==> config.mk <==
export PLATFORM = sky130hd
export DESIGN_NAME = binary_to_gray_pipe
export DESIGN_NICKNAME = d
export VERILOG_FILES = /design/src/rtl/binary_to_gray_pkg.sv /design/src/rtl/binary_to_gray_comb.sv /design/src/rtl/binary_to_gray_pipe.sv
export SDC_FILE = /design/constraint.sdc
export NUM_CORES = 1
export LEC_CHECK = 0
export ABC_CLOCK_PERIOD_IN_PS = 4690
export CAP_MARGIN = 20
export CELL_PAD_IN_SITES_DETAIL_PLACEMENT = 0
export CELL_PAD_IN_SITES_GLOBAL_PLACEMENT = 1
export CORE_AREA = 2 2 39 41
export CTS_CLUSTER_DIAMETER = 150
export DETAILED_ROUTE_END_ITERATION = 10
export DIE_AREA = 0 0 41 43
export PLACE_DENSITY_LB_ADDON = 0.1
export SLEW_MARGIN = 20
export SYNTH_ARGS = -nofsm -noshare
export SYNTH_HDL_FRONTEND = slang
export SYNTH_SLANG_ARGS = --single-unit
==> constraint.sdc <==
create_clock -name clk_i -period 4.69 [get_ports clk_i]
set_input_delay 0.938 -clock clk_i [delete_from_list [all_inputs] [get_ports clk_i]]
set_output_delay 0.938 -clock clk_i [all_outputs]
set_load 0.05 [all_outputs]
==> src/rtl/binary_to_gray_pkg.sv <==
// Shared helpers for the binary-to-Gray converter block.
package binary_to_gray_pkg;

  localparam int DEFAULT_VEC_W = 4;

  // Upper width bound for the generic helper functions. Callers zero-extend
  // their operands to this width.
  localparam int MAX_W = 64;

  // Reflected-binary conversion, width-generic via zero extension.
  function automatic logic [MAX_W-1:0] bin2gray(input logic [MAX_W-1:0] b);
    return b ^ (b >> 1);
  endfunction

  // Number of set bits in a zero-extended vector.
  function automatic int unsigned popcount(input logic [MAX_W-1:0] v);
    int unsigned n;
    n = 0;
    for (int i = 0; i < MAX_W; i++) n += int'(v[i]);
    return n;
  endfunction

endpackage

==> src/rtl/binary_to_gray_comb.sv <==
// Combinational binary-to-Gray converter, one XOR cell per bit.
module binary_to_gray_comb
  import binary_to_gray_pkg::*;
#(
  parameter int VEC_W = DEFAULT_VEC_W
) (
  input  logic [VEC_W-1:0] bin,
  output logic [VEC_W-1:0] gray
);

  // The MSB passes straight through.
  assign gray[VEC_W-1] = bin[VEC_W-1];

  // Each lower bit is the XOR with its upper neighbour. VEC_W=1 emits no cells.
  for (genvar k = 0; k < VEC_W-1; k++) begin : g_bit
    assign gray[k] = bin[k+1] ^ bin[k];
  end

endmodule

==> src/rtl/binary_to_gray_pipe.sv <==
// Binary-to-Gray converter with a zero-latency output and a registered,
// valid-qualified output that flags single-bit steps between captured codes.
module binary_to_gray_pipe
  import binary_to_gray_pkg::*;
#(
  parameter int VEC_W = DEFAULT_VEC_W
) (
  input  logic             clk_i,
  input  logic             rst_i,
  input  logic [VEC_W-1:0] bin_i,
  input  logic             valid_i,
  output logic [VEC_W-1:0] gray_o,
  output logic [VEC_W-1:0] gray_q_o,
  output logic             valid_q_o,
  output logic             step_o
);

  logic [VEC_W-1:0] gray_c;
  logic [VEC_W-1:0] gray_q;
  logic [VEC_W-1:0] diff;
  logic             vld_q;
  logic             step_q;
  logic             have_prev;
  logic             one_bit;

  // A single converter feeds both the combinational and the registered path.
  binary_to_gray_comb #(.VEC_W(VEC_W)) u_conv (
    .bin  (bin_i),
    .gray (gray_c)
  );

  // gray_q doubles as the previously captured code, so no separate copy is
  // kept. Exactly one differing bit means a legal Gray step.
  assign diff    = gray_c ^ gray_q;
  assign one_bit = (popcount(MAX_W'(diff)) == 1);

  // Capture register, valid flag and step monitor; reset wins over valid_i.
  always_ff @(posedge clk_i) begin
    if (rst_i) begin
      gray_q    <= '0;
      vld_q     <= 1'b0;
      step_q    <= 1'b0;
      have_prev <= 1'b0;
    end else begin
      vld_q <= valid_i;
      if (valid_i) begin
        gray_q    <= gray_c;
        step_q    <= have_prev & one_bit;
        have_prev <= 1'b1;
      end else begin
        step_q <= 1'b0;
      end
    end
  end

  assign gray_o    = gray_c;
  assign gray_q_o  = gray_q;
  assign valid_q_o = vld_q;
  assign step_o    = step_q;

endmodule

; Yosys cells after proc, flatten, opt, wreduce, memory -nomap -nowiden
; Cells that the tools add are included.
; Widths: inputs -> output; s select.
[op_classes]
bitwise = 6
add_sub_neg = 3
reduce_logical = 1
eq_ne = 1
[ops]
columns = op, n
row1 = $add 3x1->4, 1
row2 = $eq 4x1->1 const B, 1
row3 = $xor 4x4->4, 1
row4 = $add 2x1->3, 1
row5 = $xor 1x1->1, 3
row6 = $add 1x1->2, 1
row7 = $reduce_or 2->1, 1
row8 = $and 1x1->1, 1
row9 = $not 1->1, 1
[totals]
inputBits = 7
out_inout_bits = 10
register_bits = 7

; Longest topological paths before layout
; Gate-level depths: netlist (run 1).
[depth]
depth_word = 7
ltp_mapped = 7
mapped_depth_nobuf = 7

; Cells and area by module
; A second synthesis (run 1) with hierarchy kept.
[unflattened]
cells_unflattened = 32
area_unflattened_um2 = 354.1
[modules_own_cells]
columns = module, cells_per_inst, area_per_inst_um2, seq_area_each_um2, n_inst
row1 = binary_to_gray_pipe, 28, 320.3, 140.1, 1
row2 = binary_to_gray_comb, 4, 33.8, 0.0, 1

; Worst setup path before layout (run 1)
; Ideal clock, no wire load.
[synth_path]
kind = input -> register
from = input port bin_i[1]
to = register step_q, in the netlist step_o
path_buffers = 0
t_arrival_ns = 2.493
setup_slack_ns = 2.081
required_ns = 4.574
cell_stages = 7
setup_ns = 0.116
cell_sequence = xnor2_1 -> xnor2_1 -> fa_1 -> ha_1 -> ha_1 -> nor2_1 -> and4_1
[synth_via]
elab_chain_cells = 7
word_cells_on_any_way = 8
classes_between = add/sub (3) / eq/ne (1) / bitwise (4)
[synth_rtl]
columns = element, line_no
row1 = "start, declared", binary_to_gray_pipe.sv:10  ; input logic [VEC_W-1:0] bin_i,
row2 = $xor 1x1->1, binary_to_gray_comb.sv:16  ; assign gray[k] = bin[k+1] ^ bin[k];
row3 = $xor 4x4->4 (*), binary_to_gray_pipe.sv:34  ; assign diff = gray_c ^ gray_q;
row4 = $add 1x1->2 (*), binary_to_gray_pkg.sv:19  ; for (int i = 0; i < MAX_W; i++) n += int'(v[i]);
row5 = $add 2x1->3 (*), binary_to_gray_pkg.sv:19
row6 = $add 3x1->4 (*), binary_to_gray_pkg.sv:19
row7 = $eq 4x1->1 (*), binary_to_gray_pipe.sv:35  ; assign one_bit = (popcount(MAX_W'(diff)) == 1);
row8 = $and 1x1->1 (*), binary_to_gray_pipe.sv:48  ; step_q <= have_prev & one_bit;
row9 = "end signal, assigned", binary_to_gray_pipe.sv:48
row10 = "end, declared", binary_to_gray_pipe.sv:22  ; logic step_q;
; Mark *: on every way between the ends. The rest lies on a longest branch, timed or not.
; A chain may end at the register's enable or synchronous reset.

; Worst setup path in the final report (run 1)
[layout_path]
from = input port bin_i[1]
to = output port gray_o[1]
[layout_via]
elab_chain_cells = 1
[layout_rtl]
columns = element, line_no
row1 = $xor 1x1->1, binary_to_gray_comb.sv:16
row2 = "end, declared", binary_to_gray_pipe.sv:12  ; output logic [VEC_W-1:0] gray_o,
; No other way between the ends.

==> results of run 1 <==
## metal layers
layer	vias to the layer above	track usage (%)	part of all wire, %
li1	148	-	-
met1	134	13.3	42
met2	9	12.2	52
met3	2	3.66	5.5
met4	0	10.0	0.86
met5	-	0	0
## state kept, by name, summed over array words and instances, names as in the netlist
name and flops:
valid_q_o 1, have_prev 1, step_o 1, gray_q_o 4
## worst min-delay path by stage
stage	cells after the start	to	startpoint
2_1_floorplan	2	have_prev$_SDFFE_PP0P_	have_prev$_SDFFE_PP0P_
3_3_place_gp	2	have_prev$_SDFFE_PP0P_	have_prev$_SDFFE_PP0P_
3_5_place_dp	2	have_prev$_SDFFE_PP0P_	have_prev$_SDFFE_PP0P_
4_1_cts	2	have_prev$_SDFFE_PP0P_	have_prev$_SDFFE_PP0P_
5_1_grt	2	have_prev$_SDFFE_PP0P_	have_prev$_SDFFE_PP0P_
6_report	2	have_prev$_SDFFE_PP0P_	have_prev$_SDFFE_PP0P_
## kinds of logic (layout without fill, tap and decap cells)
logic type,after synthesis,in the layout,share of synthesized area [%]
fa+ha+maj,3,3,11.9
mux,1,1,2.64
flops,7,7,37.0
compound gates,3,3,9.90
xor+xnor,7,7,20.1
simple gates,9,9,11.6
buf+inv,5,23,6.93
## placed cells by master (no fill, tap or decap), drive strengths merged
cell type      Yosys  routed
clkbuf             0       3
xnor2              6       6
nor2b              1       1
clkinv             0       1
nor2               7       7
ha                 2       2
a211oi             3       3
inv                3       3
fa                 1       1
and4               1       1
xor2               1       1
clkdlybuf4s50      0      16
mux2i              1       1
dfxtp              7       7
## worst max-delay path, delay by kind of cell
family / cells / cell delay, ps
XOR/XNOR: 1 / 340
buffers and inverters: 3 / 1250
## area by class of cell
cell class / instances / share of cell area, %
clock buffers: 3 / 3.94
repair buffers: 16 / 28.0
well taps: 16 / 3.50
clock inverters: 1 / 0.875
multi-input cells: 23 / 37.2
inverters: 3 / 1.97
flip-flops and latches: 7 / 24.5
## power by group through the flow
stage	clock (mW)	combinational, mW	sequential (mW)
floorplan	0	0.0408	0.0797
global placement	0	0.0773	0.0674
detailed placement	0	0.0780	0.0678
CTS	0.0587	0.0785	0.0665
global route	0.0612	0.0837	0.0669
finish	0.0568	0.0767	0.0663
## per-stage QoR
step | total power, mW | utilization, % | area (sq um) | setup slack [ps] | cells
6_report | 0.200 | 41.3 | 572 | 1220 | 69
3_5_place_dp | 0.146 | 39.3 | 544 | 1210 | 65
5_1_grt | 0.212 | 41.3 | 572 | 1150 | 69
3_3_place_gp | 0.145 | 39.3 | 544 | 1240 | 65
2_1_floorplan | 0.121 | - | 379 | 2080 | 35
4_1_cts | 0.204 | 41.3 | 572 | 1210 | 69
==> out/metrics.yaml, run 1 <==
crit_chain: "clkdlybuf4s50_1, xnor2_1, inv_1, clkdlybuf4s50_1"
dp_hpwl_um: 570
tightest_slew_ps: 510
cts_setup_buffers: 0
routed_wl_um: 695
multi_input_area_sq_um: 213
ys_ff_latch: 7
die_w_um: 41
syn_inst: 35
yosys-top-cells-count: "7 x dfxtp_1, 7 x nor2_1, 4 x xnor2_1"
yosys_warnings: 0
drive_above_1_share_pct: 18.9
required_ps: 3750
clockPowerShare_pct: 28.4
viasPerCell: 4.25
seqPwrFrac_pct: 33.2
relSlewSlack_pct: 65.9
grt.total_usage_pct: 10.3
start_util_pct: 27.4
route.antenna.remaining_nets: 0
area_growth_pct: 50.8
leakage_nw: 0.236
combPwrFrac_pct: 38.4
crit_start: "bin_i[1]"
wl_per_cell_um: 10.1
slew_violations: 0
h-tree-depth: 1
switching_share_pct: 36.6
clockRootBuffer: "clkbuf_4"
slowest_delay_ps: 700
nNetsFinal: 64
synth_ff_type: "dfxtp_1"
cpMaxStageDelayCell: "clkdlybuf4s50_1"
outcome: "finished clean"
max_freq_mhz: 289
clock_latency_ps: 260
synth_area_sq_um: 379
rsz0062_at_grt: "false"
gr-total-overflow: 0
row_count: 14
synth-async-reset-ratio_pct: 0
synth_fp_nets: 45
critPathLaunchType: "primary input"
synth_top_area_share_pct: 37.0
grt_max_degree: 10
min_period_ps: 3470
power.density_cell_area_nw_per_um2: 350
synth_edf_count: 0
drc: 0
regToRegEndpoint: "step_o$_SDFF_PP0_"
core-area_sq_um: 1380
arrival_ps: 2530
synth_area_leaders: "dfxtp_1 37%, a211oi_2 9.9%, xnor2_1 9.2%"
grt_pass1_vias: 273
hold_viol: 0
clk_pin_slew_worst_paths_ps: 60
p_int_uw: 127
finClkSkew_ps: 9.10
critPathMaxFanout: 3
holdCritPathClass: "flip-flop to flip-flop"
synth_cell_type_count: 13
die_area_sq_um: 1760
cts_buffers: 3
drt_iter0_drc: 2
fin_crit_sh_pct: 73.9
dieHeight_um: 43
timing.hold.ws_ps: 473
clockBufferDepth: 2
crit_type: "primary input to output pin"
fillers: 141
seq_area_sq_um: 140
ios: 17
cts-hold-fix-buffers: 0
vdd_drop_max_mv: 0.176
cts_tree: "built"
r2r_start: "gray_q_o[3]$_SDFFE_PP0P_"
regToRegSetupSlack_ps: 2890
syn_area_per_cell_sq_um: 10.8
critPathCaptureType: "output pin"
crit_end: "gray_o[1]"
synth_top_area_cell: "dfxtp_1"
antenna_found_initial: 0
num_vias: 293
diodes: 0
cpMostUsedCell: "clkdlybuf4s50_1"
place_congestion: 0.683
grt_pass1_wl_mm: 1.15
r2r_cells: 6
cts_resized: 0
power_switching_uw: 73.2
setup_viol: 0
dr.pass1.iters: 2
drv_cap: 0
ys_seq_area_share_pct: 37.0
port_buffers: 16
fin_tns_setup_ps: 0
clock-sinks: 7
(Power assumes the default switching activity.)
==> run 2: changes to the inputs <==
- ABC_CLOCK_PERIOD_IN_PS: 4690 -> 3100
- CORE_AREA: 2 2 39 41 -> unset
- CORE_MARGIN: unset -> 2
- CORE_UTILIZATION: unset -> 25
- DIE_AREA: 0 0 41 43 -> unset
- clock period: 4.69 -> 3.1 ns (I/O delays scaled with it)
==> out/metrics.yaml, run 2 (synthesized netlist as in run 1, its figures left out) <==
outcome: "finished clean"
clockBufferDepth: 2
clock_latency_ps: 250
drive_above_1_share_pct: 20.8
dieHeight_um: 42.9
dr_wl_met2_um: 288
die_w_um: 42.9
nNetsFinal: 64
crit_type: "primary input to output pin"
hold-path-cell-count: 2
routed_wl_um: 661
finalPower_uw: 297
crit_start: "bin_i[1]"
fin_tns_setup_ps: 0
fillers: 161
area_growth_pct: 49.2
fin_crit_sh_pct: 90.9
cpMostUsedCell: "clkdlybuf4s50_1"
cts_buffers: 3
gr-total-overflow: 0
rsz0062_at_grt: "false"
largest_reg_flops: 4
combPwrFrac_pct: 38.7
critPathTopFamily: "buffers and inverters"
r2r_start: "gray_q_o[1]$_SDFFE_PP0P_"
cts_tree: "built"
power.density_cell_area_nw_per_um2: 525
max_freq_mhz: 355
clk_pin_slew_worst_paths_ps: 50
die_area_sq_um: 1840
setup_viol: 0
antenna_found_initial: 0
seqPwrFrac_pct: 33.8
crit_chain: "clkdlybuf4s50_1, xnor2_1, inv_1, clkdlybuf4s50_1"
clock-sinks: 7
dr.max_layer_used: "met3"
relSlewSlack_pct: 66.8
ios: 17
switching_share_pct: 35.2
utilization_pct: 38.4
place_congestion: 0.640
hold_viol: 0
min_period_ps: 2820
holdCritPathClass: "flip-flop to flip-flop"
hp-start: "have_prev$_SDFFE_PP0P_"
num_vias: 281
critPathCaptureType: "output pin"
worstSetupPathDepth: 4
cpMaxStageDelayCell: "clkdlybuf4s50_1"
final_common_cell: "clkdlybuf4s50_1"
wirelength_met1_um: 308
h-tree-depth: 1
dr.pass1.iters: 2
fin_area_sq_um: 566
diodes: 0
tightest_slew_ps: 497
slowest_delay_ps: 700
critPathMaxFanout: 3
cts_resized: 0
grt_pass1_wl_mm: 1.09
row_count: 14
clockPowerShare_pct: 27.5
critPathLaunchType: "primary input"
slew_violations: 0
mostFrequentLayoutCells: "14 x clkdlybuf4s50_1, 7 x nor2_1, 7 x dfxtp_1, 4 x xnor2_1"
arrival_ps: 2200
cts_setup_buffers: 0
finClkSkew_ps: 1.64
clockRootBuffer: "clkbuf_4"
start_util_pct: 25.8
grt_max_degree: 10
route.antenna.remaining_nets: 0
leakage_nw: 0.235
port_buffers: 16
viasPerCell: 4.07
cts-hold-fix-buffers: 0
wl_per_cell_um: 9.58
grt_pass1_vias: 254
required_ps: 2480
core-area_sq_um: 1470
vdd_drop_max_mv: 0.216
critPathBufInv: 3
drc: 0
power_switching_uw: 104
r2r_cells: 6
drt_iter0_drc: 1
grt.total_usage_pct: 8.20
drv_cap: 0
wl_met3_um: 65
p_int_uw: 192
place_area_sq_um: 539
## run 2: cell count changes in the layout (fill, tap and decap cells not counted)
cell	delta
clkdlybuf4s50_1	-2
clkinv_2	-1
buf_4	+2
clkbuf_1	+1
## run 2: worst paths after layout
check | endpoint | slack (ps)
worst max register to register | step_o$_SDFF_PP0_ | 1280
worst min-delay path | have_prev$_SDFFE_PP0P_ | 460
worst min register to register | have_prev$_SDFFE_PP0P_ | 460
worst max-delay path | gray_o[1] | 280
## run 2: final cells by class
| class | instances | area (sq um) | share of cell area, % |
|---|---|---|---|
| Multi-Input combinational cell | 23 | 213 | 37.6 |
| Timing Repair Buffer | 16 | 155 | 27.4 |
| Sequential cell | 7 | 140 | 24.8 |
| Clock buffer | 4 | 26.3 | 4.65 |
| Tap cell | 16 | 20.0 | 3.54 |
| Inverter | 3 | 11.3 | 1.99 |
## run 2: metrics by stage
step | hold WS (ps) | setup slack (ps) | instances
final | 455 | 283 | 69
after global routing | 488 | 188 | 69
after global placement | 438 | 191 | 65
after detailed placement | 448 | 182 | 65
after CTS | 461 | 265 | 69
after floorplan | 427 | 809 | 35
## run 2: power groups by stage
stage	combinational, mW	clock (mW)	sequential (mW)
final	0.115	0.0816	0.100
after floorplan	0.0617	0	0.121
after CTS	0.117	0.0859	0.100
after global placement	0.116	0	0.102
after detailed placement	0.116	0	0.102
after global routing	0.127	0.0909	0.101
## run 2: routing by layer
metal / up-vias / GRT usage [%]
met4: 0 / 7.27
met2: 11 / 9.39
met3: 0 / 3.83
met5: - / 0
met1: 122 / 10.9
li1: 148 / -
## run 2: tightest hold or removal path: cells and delay by family (launching register included)
kind,cells,cell delay [ps]
and+or+nand+nor,2,100
DFF,1,320
==> run 3: changes to the inputs <==
- ABC_CLOCK_PERIOD_IN_PS: 3100 -> 3550
- CELL_PAD_IN_SITES_DETAIL_PLACEMENT: 0 -> 2
- CELL_PAD_IN_SITES_GLOBAL_PLACEMENT: 1 -> 2
- CORE_UTILIZATION: 25 -> 24
- clock period: 3.1 -> 3.55 ns (I/O delays scaled with it)
==> out/metrics.yaml, run 3 (synthesized netlist as in run 1, its figures left out) <==
outcome: "finished clean"
routed_wl_um: 866
cts_tree: "built"
seq_area_sq_um: 140
critPathTopFamily: "buffers and inverters"
dieHeight_um: 43.7
cts_resized: 0
route.antenna.remaining_nets: 0
max_freq_mhz: 330
utilization_pct: 38.3
clock-sinks: 7
drt_iter0_drc: 1
core-area_sq_um: 1490
area_growth_pct: 50.5
diodes: 0
grtUsageMet3_pct: 2.50
final_cells: 69
vdd_drop_max_mv: 0.155
crit_type: "primary input to output pin"
drv_cap: 0
power.density_cell_area_nw_per_um2: 463
largest_reg_flops: 4
drive_above_1_share_pct: 17.0
num_vias: 305
cts_setup_buffers: 0
row_count: 14
rsz0062_at_grt: "false"
holdCritPathClass: "flip-flop to flip-flop"
crit_chain: "clkdlybuf4s50_1, xnor2_1, inv_1, clkdlybuf4s50_1"
gr-usage-met2_pct: 17.1
cpMostUsedCell: "clkdlybuf4s50_1"
fin_crit_sh_pct: 85.3
grt.total_usage_pct: 10.7
nNetsFinal: 64
final_common_cell: "clkdlybuf4s50_1"
cts-hold-fix-buffers: 0
busiest_layer: "met2"
die_w_um: 43.7
clockRootBuffer: "clkbuf_4"
setup_ws_ps: 520
die_area_sq_um: 1910
arrival_ps: 2320
drc: 0
leakage_nw: 0.233
place_ws_ps: 479
required_ps: 2840
critPathMaxFanout: 3
grt_pass1_wl_mm: 1.42
fillers: 164
gr-total-overflow: 0
min_period_ps: 3030
multi_input_area_sq_um: 213
clock_latency_ps: 250
place_congestion: 0.638
grt_pass1_vias: 323
finClkSkew_ps: 0.162
mostFrequentLayoutCells: "16 x clkdlybuf4s50_1, 7 x nor2_1, 7 x dfxtp_1, 4 x xnor2_1"
dp_hpwl_um: 715
tightest_slew_ps: 504
grt_max_degree: 10
port_buffers: 16
hold_viol: 0
clk_pin_slew_worst_paths_ps: 50
start_util_pct: 25.5
relSlewSlack_pct: 66.3
slowest_delay_ps: 700
clockBufferDepth: 2
cts_buffers: 3
dr.pass1.iters: 2
finalPower_uw: 264
dpl.cell_count: 65
critPathCaptureType: "output pin"
wl_per_cell_um: 12.6
slew_violations: 0
fin_tns_setup_ps: 0
grt.met1_usage_pct: 11.9
viasPerCell: 4.42
ios: 17
h-tree-depth: 1
critPathBufInv: 3
cpMaxStageDelayCell: "clkdlybuf4s50_1"
setup_viol: 0
critPathLaunchType: "primary input"
antenna_found_initial: 0
## run 3: changes by cell type in the layout (fill, tap and decap cells not counted), sizes merged
cell	delta
buf	-2
clkdlybuf4s50	+2
## run 3: metal layers
metal	up-vias	wire, um
met5	-	0
met4	0	14
met3	2	70
met2	9	442
met1	146	340
li1	148	-
## run 3: path summary, 6_finish.rpt
| check | end | slack, ps | depth (start not counted) | start |
|---|---|---|---|---|
| setup / recovery | gray_o[1] | 520 | 4 | bin_i[2] |
| hold / removal | have_prev$_SDFFE_PP0P_ | 470 | 2 | have_prev$_SDFFE_PP0P_ |
| setup reg to reg | step_o$_SDFF_PP0_ | 1710 | 6 | gray_q_o[1]$_SDFFE_PP0P_ |
| hold reg to reg | have_prev$_SDFFE_PP0P_ | 470 | 2 | have_prev$_SDFFE_PP0P_ |
## run 3: stage by stage
stage                     hold WS, ps  cell area [sq um]
after detailed placement          468                544
final                             472                571
after floorplan                   427                379
after global routing              497                571
after CTS                         480                571
after global placement            441                544
## run 3: cell type report
class	instances	area share [%]
sequential	7	24.6
timing repair buffer	16	28.1
clock buffer	4	4.61
inverter	3	1.97
tap	16	3.51
multi-input combinational	23	37.3
## run 3: worst register-to-register path, cell delays in order (launching register included)
cell and delay, ps:
dfxtp_1 330, xnor2_1 240, fa_1 460, ha_1 210, ha_1 270, nor2_1 100
and4_1 180
## run 3: report_power, final
| part | switching [mW] | internal, mW |
|---|---|---|
| Clock | 0.0305 | 0.0430 |
| Sequential | 0.00376 | 0.0841 |
| Combinational | 0.0610 | 0.0420 |
